==> config.mk <==
export PLATFORM = sky130hd
export DESIGN_NAME = ofs_plat_utils_ccip_req_credit_gate
export DESIGN_NICKNAME = d
export VERILOG_FILES = /design/src/rtl/ofs_plat_utils_ccip_credit_pkg.sv /design/src/rtl/ofs_plat_utils_ccip_credit_chan.sv /design/src/rtl/ofs_plat_utils_ccip_req_credit_gate.sv
export SDC_FILE = /design/constraint.sdc
export NUM_CORES = 1
export LEC_CHECK = 0
export BUFFER_PORTS_ARGS = -buffer_cell sky130_fd_sc_hd__buf_2
export CAP_MARGIN = 25
export CORE_MARGIN = 2
export CORE_UTILIZATION = 30
export CTS_CLUSTER_SIZE = 20
export DETAILED_ROUTE_END_ITERATION = 8
export SLEW_MARGIN = 20
export SYNTH_ARGS = -nofsm -noshare
export SYNTH_HDL_FRONTEND = slang
export SYNTH_SLANG_ARGS = --single-unit
==> constraint.sdc <==
create_clock -name clk -period 11.5 [get_ports clk]
set_input_delay 3.45 -clock clk [delete_from_list [all_inputs] [get_ports clk]]
set_output_delay 3.45 -clock clk [all_outputs]
set_load 0.02 [all_outputs]
==> src/rtl/ofs_plat_utils_ccip_credit_pkg.sv <==
// Shared types for the CCI-P request credit gate: request channel views,
// per-channel throttle state and the c0 line-count helper.
package ofs_plat_utils_ccip_credit_pkg;

    typedef struct packed {
        logic       valid;
        logic [1:0] cl_len;
    } t_if_ccip_c0_Tx;

    typedef struct packed {
        logic       valid;
        logic [1:0] cl_len;
    } t_if_ccip_c1_Tx;

    typedef enum logic {
        CREDIT_THROTTLED = 1'b0,
        CREDIT_OPEN      = 1'b1
    } t_credit_state;

    // A c0 read returns cl_len+1 lines
    function automatic logic [2:0] c0_req_lines(input t_if_ccip_c0_Tx tx);
        return tx.valid ? (3'(tx.cl_len) + 3'd1) : 3'd0;
    endfunction

endpackage

==> src/rtl/ofs_plat_utils_ccip_credit_chan.sv <==
// One channel of the credit gate: projects occupancy from the outstanding
// counter plus requests the counter has not absorbed yet, and throttles.
//
// state            | meaning
// CREDIT_THROTTLED | almost-full asserted, waiting for projection <= LO
// CREDIT_OPEN      | requests allowed until projection exceeds HI
module ofs_plat_utils_ccip_credit_chan
    import ofs_plat_utils_ccip_credit_pkg::*;
#(
    parameter int RADIX    = 10,
    parameter int CAPACITY = 512,
    parameter int RESERVE  = 32,
    parameter int HYST     = 16,
    parameter int CNT_LAT  = 2
) (
    input  logic             clk,
    input  logic             reset,
    input  logic [2:0]       issue,
    input  logic [RADIX-1:0] cnt,
    output logic             almfull,
    output logic             err
);

    localparam int HI = CAPACITY - RESERVE;
    localparam int LO = HI - HYST;
    localparam int HD = (CNT_LAT > 1) ? CNT_LAT - 1 : 1;

    localparam logic [RADIX:0] HI_V  = (RADIX+1)'(HI);
    localparam logic [RADIX:0] LO_V  = (RADIX+1)'(LO);
    localparam logic [RADIX:0] CAP_V = (RADIX+1)'(CAPACITY);

    if (CAPACITY > 2**RADIX - 1) begin : g_bad_capacity
        $error("credit_chan: CAPACITY does not fit in the counter width");
    end
    if (RESERVE >= CAPACITY) begin : g_bad_reserve
        $error("credit_chan: reserve must be below capacity");
    end
    if (HYST > CAPACITY - RESERVE) begin : g_bad_hyst
        $error("credit_chan: hysteresis larger than the throttle threshold");
    end
    if (CNT_LAT < 1) begin : g_bad_lat
        $error("credit_chan: CNT_LAT must be at least 1");
    end

    t_credit_state    state_q, state_d;
    logic             err_q, err_d;
    logic [2:0]       hist_q [HD];
    logic [2:0]       hist_d [HD];
    logic [RADIX:0]   proj;

    // The window is this cycle's issue plus the CNT_LAT-1 previous ones;
    // anything older is already visible in cnt.
    always_comb begin
        proj = (RADIX+1)'(cnt) + (RADIX+1)'(issue);
        for (int i = 0; i < CNT_LAT - 1; i++) begin
            proj = proj + (RADIX+1)'(hist_q[i]);
        end

        hist_d[0] = issue;
        for (int i = 1; i < HD; i++) begin
            hist_d[i] = hist_q[i-1];
        end

        state_d = state_q;
        case (state_q)
            CREDIT_THROTTLED: if (proj <= LO_V) state_d = CREDIT_OPEN;
            CREDIT_OPEN:      if (proj > HI_V)  state_d = CREDIT_THROTTLED;
            default:          state_d = CREDIT_THROTTLED;
        endcase

        err_d = err_q | (proj > CAP_V);
    end

    always_ff @(posedge clk) begin
        if (reset) begin
            state_q <= CREDIT_THROTTLED;
            err_q   <= 1'b0;
            hist_q  <= '{default: '0};
        end else begin
            state_q <= state_d;
            err_q   <= err_d;
            hist_q  <= hist_d;
        end
    end

    assign almfull = (state_q == CREDIT_THROTTLED);
    assign err     = err_q;

endmodule

==> src/rtl/ofs_plat_utils_ccip_req_credit_gate.sv <==
// Per-channel almost-full back-pressure derived from the c0/c1 outstanding
// counters, with sticky capacity-violation flags.
module ofs_plat_utils_ccip_req_credit_gate
    import ofs_plat_utils_ccip_credit_pkg::*;
#(
    parameter int C0RX_DEPTH_RADIX = 10,
    parameter int C1RX_DEPTH_RADIX = 10,
    parameter int C0_CAPACITY      = 512,
    parameter int C1_CAPACITY      = 512,
    parameter int ALMFULL_SLACK    = 8,
    parameter int HYST             = 16,
    parameter int CNT_LAT          = 2
) (
    input  logic                        clk,
    input  logic                        reset,
    input  t_if_ccip_c0_Tx              c0Tx,
    input  t_if_ccip_c1_Tx              c1Tx,
    input  logic [C0RX_DEPTH_RADIX-1:0] c0_cnt,
    input  logic [C1RX_DEPTH_RADIX-1:0] c1_cnt,
    output logic                        c0TxAlmFull,
    output logic                        c1TxAlmFull,
    output logic                        c0_overflow_err,
    output logic                        c1_overflow_err
);

    // Reads can be up to 4 lines each, so c0 reserves 4 lines per slack request
    localparam int C0_RESERVE = 4 * ALMFULL_SLACK;
    localparam int C1_RESERVE = ALMFULL_SLACK;

    logic [2:0] c0_issue;
    logic [2:0] c1_issue;
    logic       unused_c1_len;

    // Multi-line writes still produce a single write response
    assign c0_issue      = c0_req_lines(c0Tx);
    assign c1_issue      = {2'b00, c1Tx.valid};
    assign unused_c1_len = ^c1Tx.cl_len;

    ofs_plat_utils_ccip_credit_chan #(
        .RADIX    (C0RX_DEPTH_RADIX),
        .CAPACITY (C0_CAPACITY),
        .RESERVE  (C0_RESERVE),
        .HYST     (HYST),
        .CNT_LAT  (CNT_LAT)
    ) u_c0 (
        .clk     (clk),
        .reset   (reset),
        .issue   (c0_issue),
        .cnt     (c0_cnt),
        .almfull (c0TxAlmFull),
        .err     (c0_overflow_err)
    );

    ofs_plat_utils_ccip_credit_chan #(
        .RADIX    (C1RX_DEPTH_RADIX),
        .CAPACITY (C1_CAPACITY),
        .RESERVE  (C1_RESERVE),
        .HYST     (HYST),
        .CNT_LAT  (CNT_LAT)
    ) u_c1 (
        .clk     (clk),
        .reset   (reset),
        .issue   (c1_issue),
        .cnt     (c1_cnt),
        .almfull (c1TxAlmFull),
        .err     (c1_overflow_err)
    );

endmodule

* After elaboration in Yosys (flattened, before gate mapping) *
Index checks and enable logic that the tools add are counted.

storage, ports and cells
  input port bits = 28
  output and inout bits = 4
  bits in registers = 10
  word-level logic and storage cells = 29

operators by class
  add/subtract/negate cells = 5
  bitwise gates (word level) = 4
  order comparisons = 6
  multiplexer cells = 7

operator list
  kind                                                                                count
  11-bit by 3-bit adder with 11-bit output                                            2
  11-bit by 10-bit greater-than comparator with 1-bit output (second input constant)  2
  11-bit by 9-bit greater-than comparator with 1-bit output (second input constant)   2
  11-bit by 9-bit <= comparator with 1-bit output (second input constant)             2
  10-bit by 1-bit adder with 11-bit output                                            1
  10-bit by 3-bit adder with 11-bit output                                            1
  1-bit two-way mux                                                                   4
  1-bit one-hot mux with 2 select lines                                               2
  2-bit by 1-bit adder with 3-bit output (second input constant)                      1
  3-bit two-way mux                                                                   1
  1-bit NOT                                                                           2
  1-bit bitwise OR                                                                    2

* Depth between registers and ports, before layout *
  depth in word-level cells = 7
  depth in mapped cells = 11
  mapped depth without buffers = 11

* Modules after synthesis *
Synthesis repeated with hierarchy kept, for this count alone.

second synthesis, totals
  cells, all modules = 136
  area total of the unflattened synthesis = 1268.7 µm²

by module, submodules not included
  module                                  cells each  instances  area an instance (µm²)  sequential area each (µm²)
  ofs_plat_utils_ccip_credit_chan (u_c0)  65          1          624.3                   100.1
  ofs_plat_utils_ccip_credit_chan (u_c1)  66          1          601.8                   100.1
  ofs_plat_utils_ccip_req_credit_gate     5           1          42.5                    0.0

* Least setup slack after synthesis *
OpenSTA, ideal clock, no wires.

  kind = input to register
  start = input port c0Tx[0] (netlist bit)
  end = register u_c0.state_q
  setup time = 81 ps
  setup slack = 5500 ps
  stages on the path = 11
  arrival time = 5919 ps
  buffers on the path = 0
  cells stage by stage = ha_1 > and2_1 > fa_1 > ha_1 > inv_1 > fa_1 > nand2b_2 > a211oi_2 > mux2i_1 > or2_2 > a41oi_1

between the ends
  word-level cells in the longest chain between the ends = 7
  elaborated cells between the ends (all ways) = 9

ends and longest elaborated chain
  element                                                                                                                       RTL line                                                                      source
  from (decl)                                                                                                                   ofs_plat_utils_ccip_req_credit_gate.sv:16                                     input t_if_ccip_c0_Tx c0Tx,
  2-bit by 1-bit adder with 3-bit output (*)                                                                                    ofs_plat_utils_ccip_credit_pkg.sv:22                                          return tx.valid ? (3'(tx.cl_len) + 3'd1) : 3'd0;
  3-bit two-way mux (*)                                                                                                         ofs_plat_utils_ccip_credit_pkg.sv:22
  via c0_issue[1]                                                                                                               ofs_plat_utils_ccip_req_credit_gate.sv:30                                     logic [2:0] c0_issue;
  10-bit by 3-bit adder with 11-bit output (*)                                                                                  ofs_plat_utils_ccip_credit_chan.sv:54                                         proj = (RADIX+1)'(cnt) + (RADIX+1)'(issue);
  11-bit by 3-bit adder with 11-bit output (*)                                                                                  ofs_plat_utils_ccip_credit_chan.sv:56                                         proj = proj + (RADIX+1)'(hist_q[i]);
  11-bit by 9-bit greater-than comparator with 1-bit output or 11-bit by 9-bit <= comparator with 1-bit output (tied branches)  ofs_plat_utils_ccip_credit_chan.sv:67, ofs_plat_utils_ccip_credit_chan.sv:66
  1-bit two-way mux, on equally long branches                                                                                   ofs_plat_utils_ccip_credit_chan.sv:67, ofs_plat_utils_ccip_credit_chan.sv:66
  1-bit one-hot mux with 2 select lines (*)                                                                                     ofs_plat_utils_ccip_credit_chan.sv:65                                         case (state_q)
  to (signal assigned)                                                                                                          ofs_plat_utils_ccip_credit_chan.sv:80                                         state_q <= state_d;
  to (decl)                                                                                                                     ofs_plat_utils_ccip_credit_chan.sv:45                                         t_credit_state state_q, state_d;

Mark *: on every way through the listed nets, which the timed path passes. The rest lies on a longest branch.
A chain may end at the register's enable or synchronous reset.

* Worst setup path in the final report *
Ends and elaborated chain as after synthesis.

==> results.py <==
metrics = {
    "status": {
        "status": "completed",
    },
    "cells_and_area": {
        "ff_latch_area_um2": 160,
        "synthToLayoutAreaGrowth_pct": 21.4,
        "final_cell_area_mm2": 0.00119,
        "mostFrequentLayoutCell": "buf_2",
        "multi_input_area_um2": 754,
        "finalNetCount": 194,
        "final_cell_mix": "buf_2 (29), inv_1 (13), nand2_1 (10)",
        "insertedDiodeCount": 0,
        "drive_gt1_share_pct": 24.7,
        "n_fill_cell": 334,
    },
    "synth": {
        "yosys_warnings": 0,
        "avgSynthCellArea_um2": 7.82,
        "yosysUniqueCellTypes": 43,
        "synth_area_leader_cell": "dfxtp_1",
        "ys_seq_area_share_pct": 16.4,
        "syn-num-nets": 163,
        "async_reset_ff_share_pct": 0,
        "synth_top_area_share_pct": 16.4,
        "synth-seq-cells": 8,
        "synth_ff_type": "dfxtp_1",
        "syn_inst": 125,
        "synth.area.top_cells": "dfxtp_1 (16%), fa_1 (10%), xor2_1 (7.2%), ha_1 (6.4%), inv_1 (5.0%)",
        "synth_edf_count": 0,
        "synthesis.area_um2": 977,
    },
    "route": {
        "ant_nets": 0,
        "drc": 0,
        "vias_per_cell": 5.05,
        "drt_wl_total_um": 2250,
        "drtPass1Iterations": 4,
        "drt_iter0_drc": 69,
        "vias": 999,
        "routedWlPerCell_um": 11.3,
    },
    "floorplanning": {
        "num_io_pins": 32,
        "coreArea_mm2": 0.00308,
        "initial_core_util_pct": 31.7,
        "die-area_mm2": 0.00373,
        "rows": 20,
        "die_x_um": 61.1,
        "fp.dieH_um": 61.1,
    },
    "cts": {
        "cts_root_buffer": "clkbuf_4",
        "holdBufCountCts": 0,
        "cts.sinks": 8,
        "cts_setup_buffers": 0,
        "cts_resized": 0,
        "clk_latency_ps": 240,
        "cts_buffers": 3,
        "cts_tree": "done",
        "cts.clk_slew.worst_paths_ps": 50,
        "htreeDepth": 1,
        "clk_path_buf_depth": 2,
    },
    "worst_setup_path": {
        "cp.arrival_ps": 6210,
        "slowest_delay_ps": 510,
        "cp_cell_sequence": "buf_2, ha_1, and2_1, fa_1, ha_1, inv_1, fa_1, nand2b_2, a211oi_2, mux2i_1, or2_2, a41oi_1",
        "path_delay_family": "adder cells",
        "start_kind": "input pin",
        "critical_path.slowest_cell": "fa_1",
        "worst_setup_path_end_kind": "flop",
        "reg2reg_depth": 9,
        "reg2reg_to": "u_c0.state_q",
        "worst-path-buf-inv": 2,
        "r2r-start": "u_c0.hist_q[1]",
        "regToRegSetupSlack_ps": 8950,
        "crit_required_ps": 11670,
        "worstSetupPathType": "in2reg",
        "crit_fanout": 3,
    },
    "timing": {
        "layout_setup_ws_ps": 5460,
        "worst_pin_slew_ps": 450,
        "slew_headroom_pct": 70.0,
        "setup_viol": 0,
        "final_hold_viol_count": 0,
        "skew_ps": 2.11,
        "fin_crit_ps": 6040,
        "period_share_pct": 52.5,
        "rsz0062_at_grt": "no",
        "timing.fmax_mhz": 165,
        "hold_ws_ps": 454,
        "slew_viol_final": 0,
        "setup_tns_ps": 0,
    },
    "min_path": {
        "hold_path.class": "reg2reg",
        "min_from": "u_c1.err",
        "whs_endpoint": "u_c1.err",
        "hold_depth": 2,
    },
    "global_routing": {
        "grt_pass1_vias": 940,
        "grt_util_all_layers_pct": 13.9,
        "grt_remaining_overflow": 0,
        "grt_max_degree": 10,
        "antenna_found_initial": 0,
        "grt_pass1_wl_um": 3940,
    },
    "power_and_ir_drop": {
        "sequentialPowerShare_pct": 35.0,
        "cellLeakagePower_nw": 0.517,
        "ir_drop_v": 0.0000244,
        "p_int_w": 0.0000564,
        "power_density_mw_per_mm2": 72.9,
        "switching_share_pct": 34.8,
        "power_switching_w": 0.0000300,
        "share_comb_of_total_power_pct": 41.4,
        "pwr-share-clk_pct": 23.6,
    },
    "placement": {
        "io_buffers": 29,
        "dpl_worst_slack_ps": 5170,
        "placed_area_mm2": 0.00116,
        "dp_hpwl_um": 1940,
        "place_congestion": 0.778,
    },
    "flow_run": {
        "maxCapViolations": 0,
    },
}
[cells by family after synthesis]
family / synth area share (%)
and+or+nand+nor: 26.2
AOI/OAI and AO/OA: 23.2
buffers and inverters: 6.40
xor gates and xnor gates: 8.96
adders and majority gates: 16.6
DFF: 16.4
muxes: 2.18
[sequential cells by signal (all words and copies together), names as in the netlist]
register / flops
u_c1.err: 1
u_c1.hist_q: 1
u_c1.state_q: 1
u_c0.hist_q: 3
u_c0.state_q: 1
u_c0.err: 1
[worst reg2reg max path, stage by stage (launching register included)]
cell	delay (ps)
dfxtp_1	300
fa_1	480
ha_1	170
inv_1	50
fa_1	410
nand2b_2	230
a211oi_2	250
mux2i_1	140
or2_2	290
a41oi_1	150
[area by class of cell]
type | instances | area share, %
inverter | 13 | 4.11
tap | 44 | 4.64
timing repair buffer | 29 | 12.2
sequential | 8 | 13.5
multi-input combinational | 101 | 63.6
clock buffer | 3 | 1.90
[cell usage after synthesis, types with 2 or more instances]
master     number
inv_1          13
nand2_1        10
dfxtp_1         8
xor2_1          8
nand3_1         7
nor2_1          6
fa_1            5
ha_1            5
nor3_1          5
o21ai_0         5
and2_1          4
a211oi_1        3
a21oi_1         3
a31oi_1         3
nor2b_1         3
o22ai_1         3
a21o_1          2
a41oi_1         2
nand2b_1        2
nor4_1          2
o2111ai_1       2
o31ai_1         2
xnor2_1         2
[per-layer routing]
metal	up-vias	wire, um	GRT usage, %	part of all wire, %
li1	517	-	-	-
met1	444	986	16.9	44
met2	36	1090	24.2	48
met3	2	143	1.68	6.4
met4	0	27	6.52	1.2
met5	-	0	0	0
[worst max path at each step]
stage                     startpoint      endpoint  cells after the start
after floorplan              c0Tx[0]  u_c0.state_q                     11
after global placement       c0Tx[0]  u_c0.state_q                     12
after detailed placement     c0Tx[0]  u_c0.state_q                     12
after CTS                    c0Tx[0]  u_c0.state_q                     12
after global routing         c0Tx[0]  u_c0.state_q                     12
final                        c0Tx[0]  u_c0.state_q                     12
[stage by stage]
stage	std cells	utilization [%]	power (W)
after CTS	198	38.5	0.0000881
after global placement	195	37.8	0.0000655
after detailed placement	195	37.8	0.0000668
after global routing	198	38.5	0.0000936
final	198	38.5	0.0000864
after floorplan	125	-	0.0000539
[power groups by stage]
stage	sequential [W]	clock [W]	combinational, W
2_1_floorplan	0.0000314	0	0.0000225
3_3_place_gp	0.0000308	0	0.0000347
3_5_place_dp	0.0000308	0	0.0000360
4_1_cts	0.0000303	0.0000218	0.0000361
5_1_grt	0.0000304	0.0000227	0.0000406
6_report	0.0000302	0.0000204	0.0000358
No activity file was read; power rests on OpenSTA's default activity.
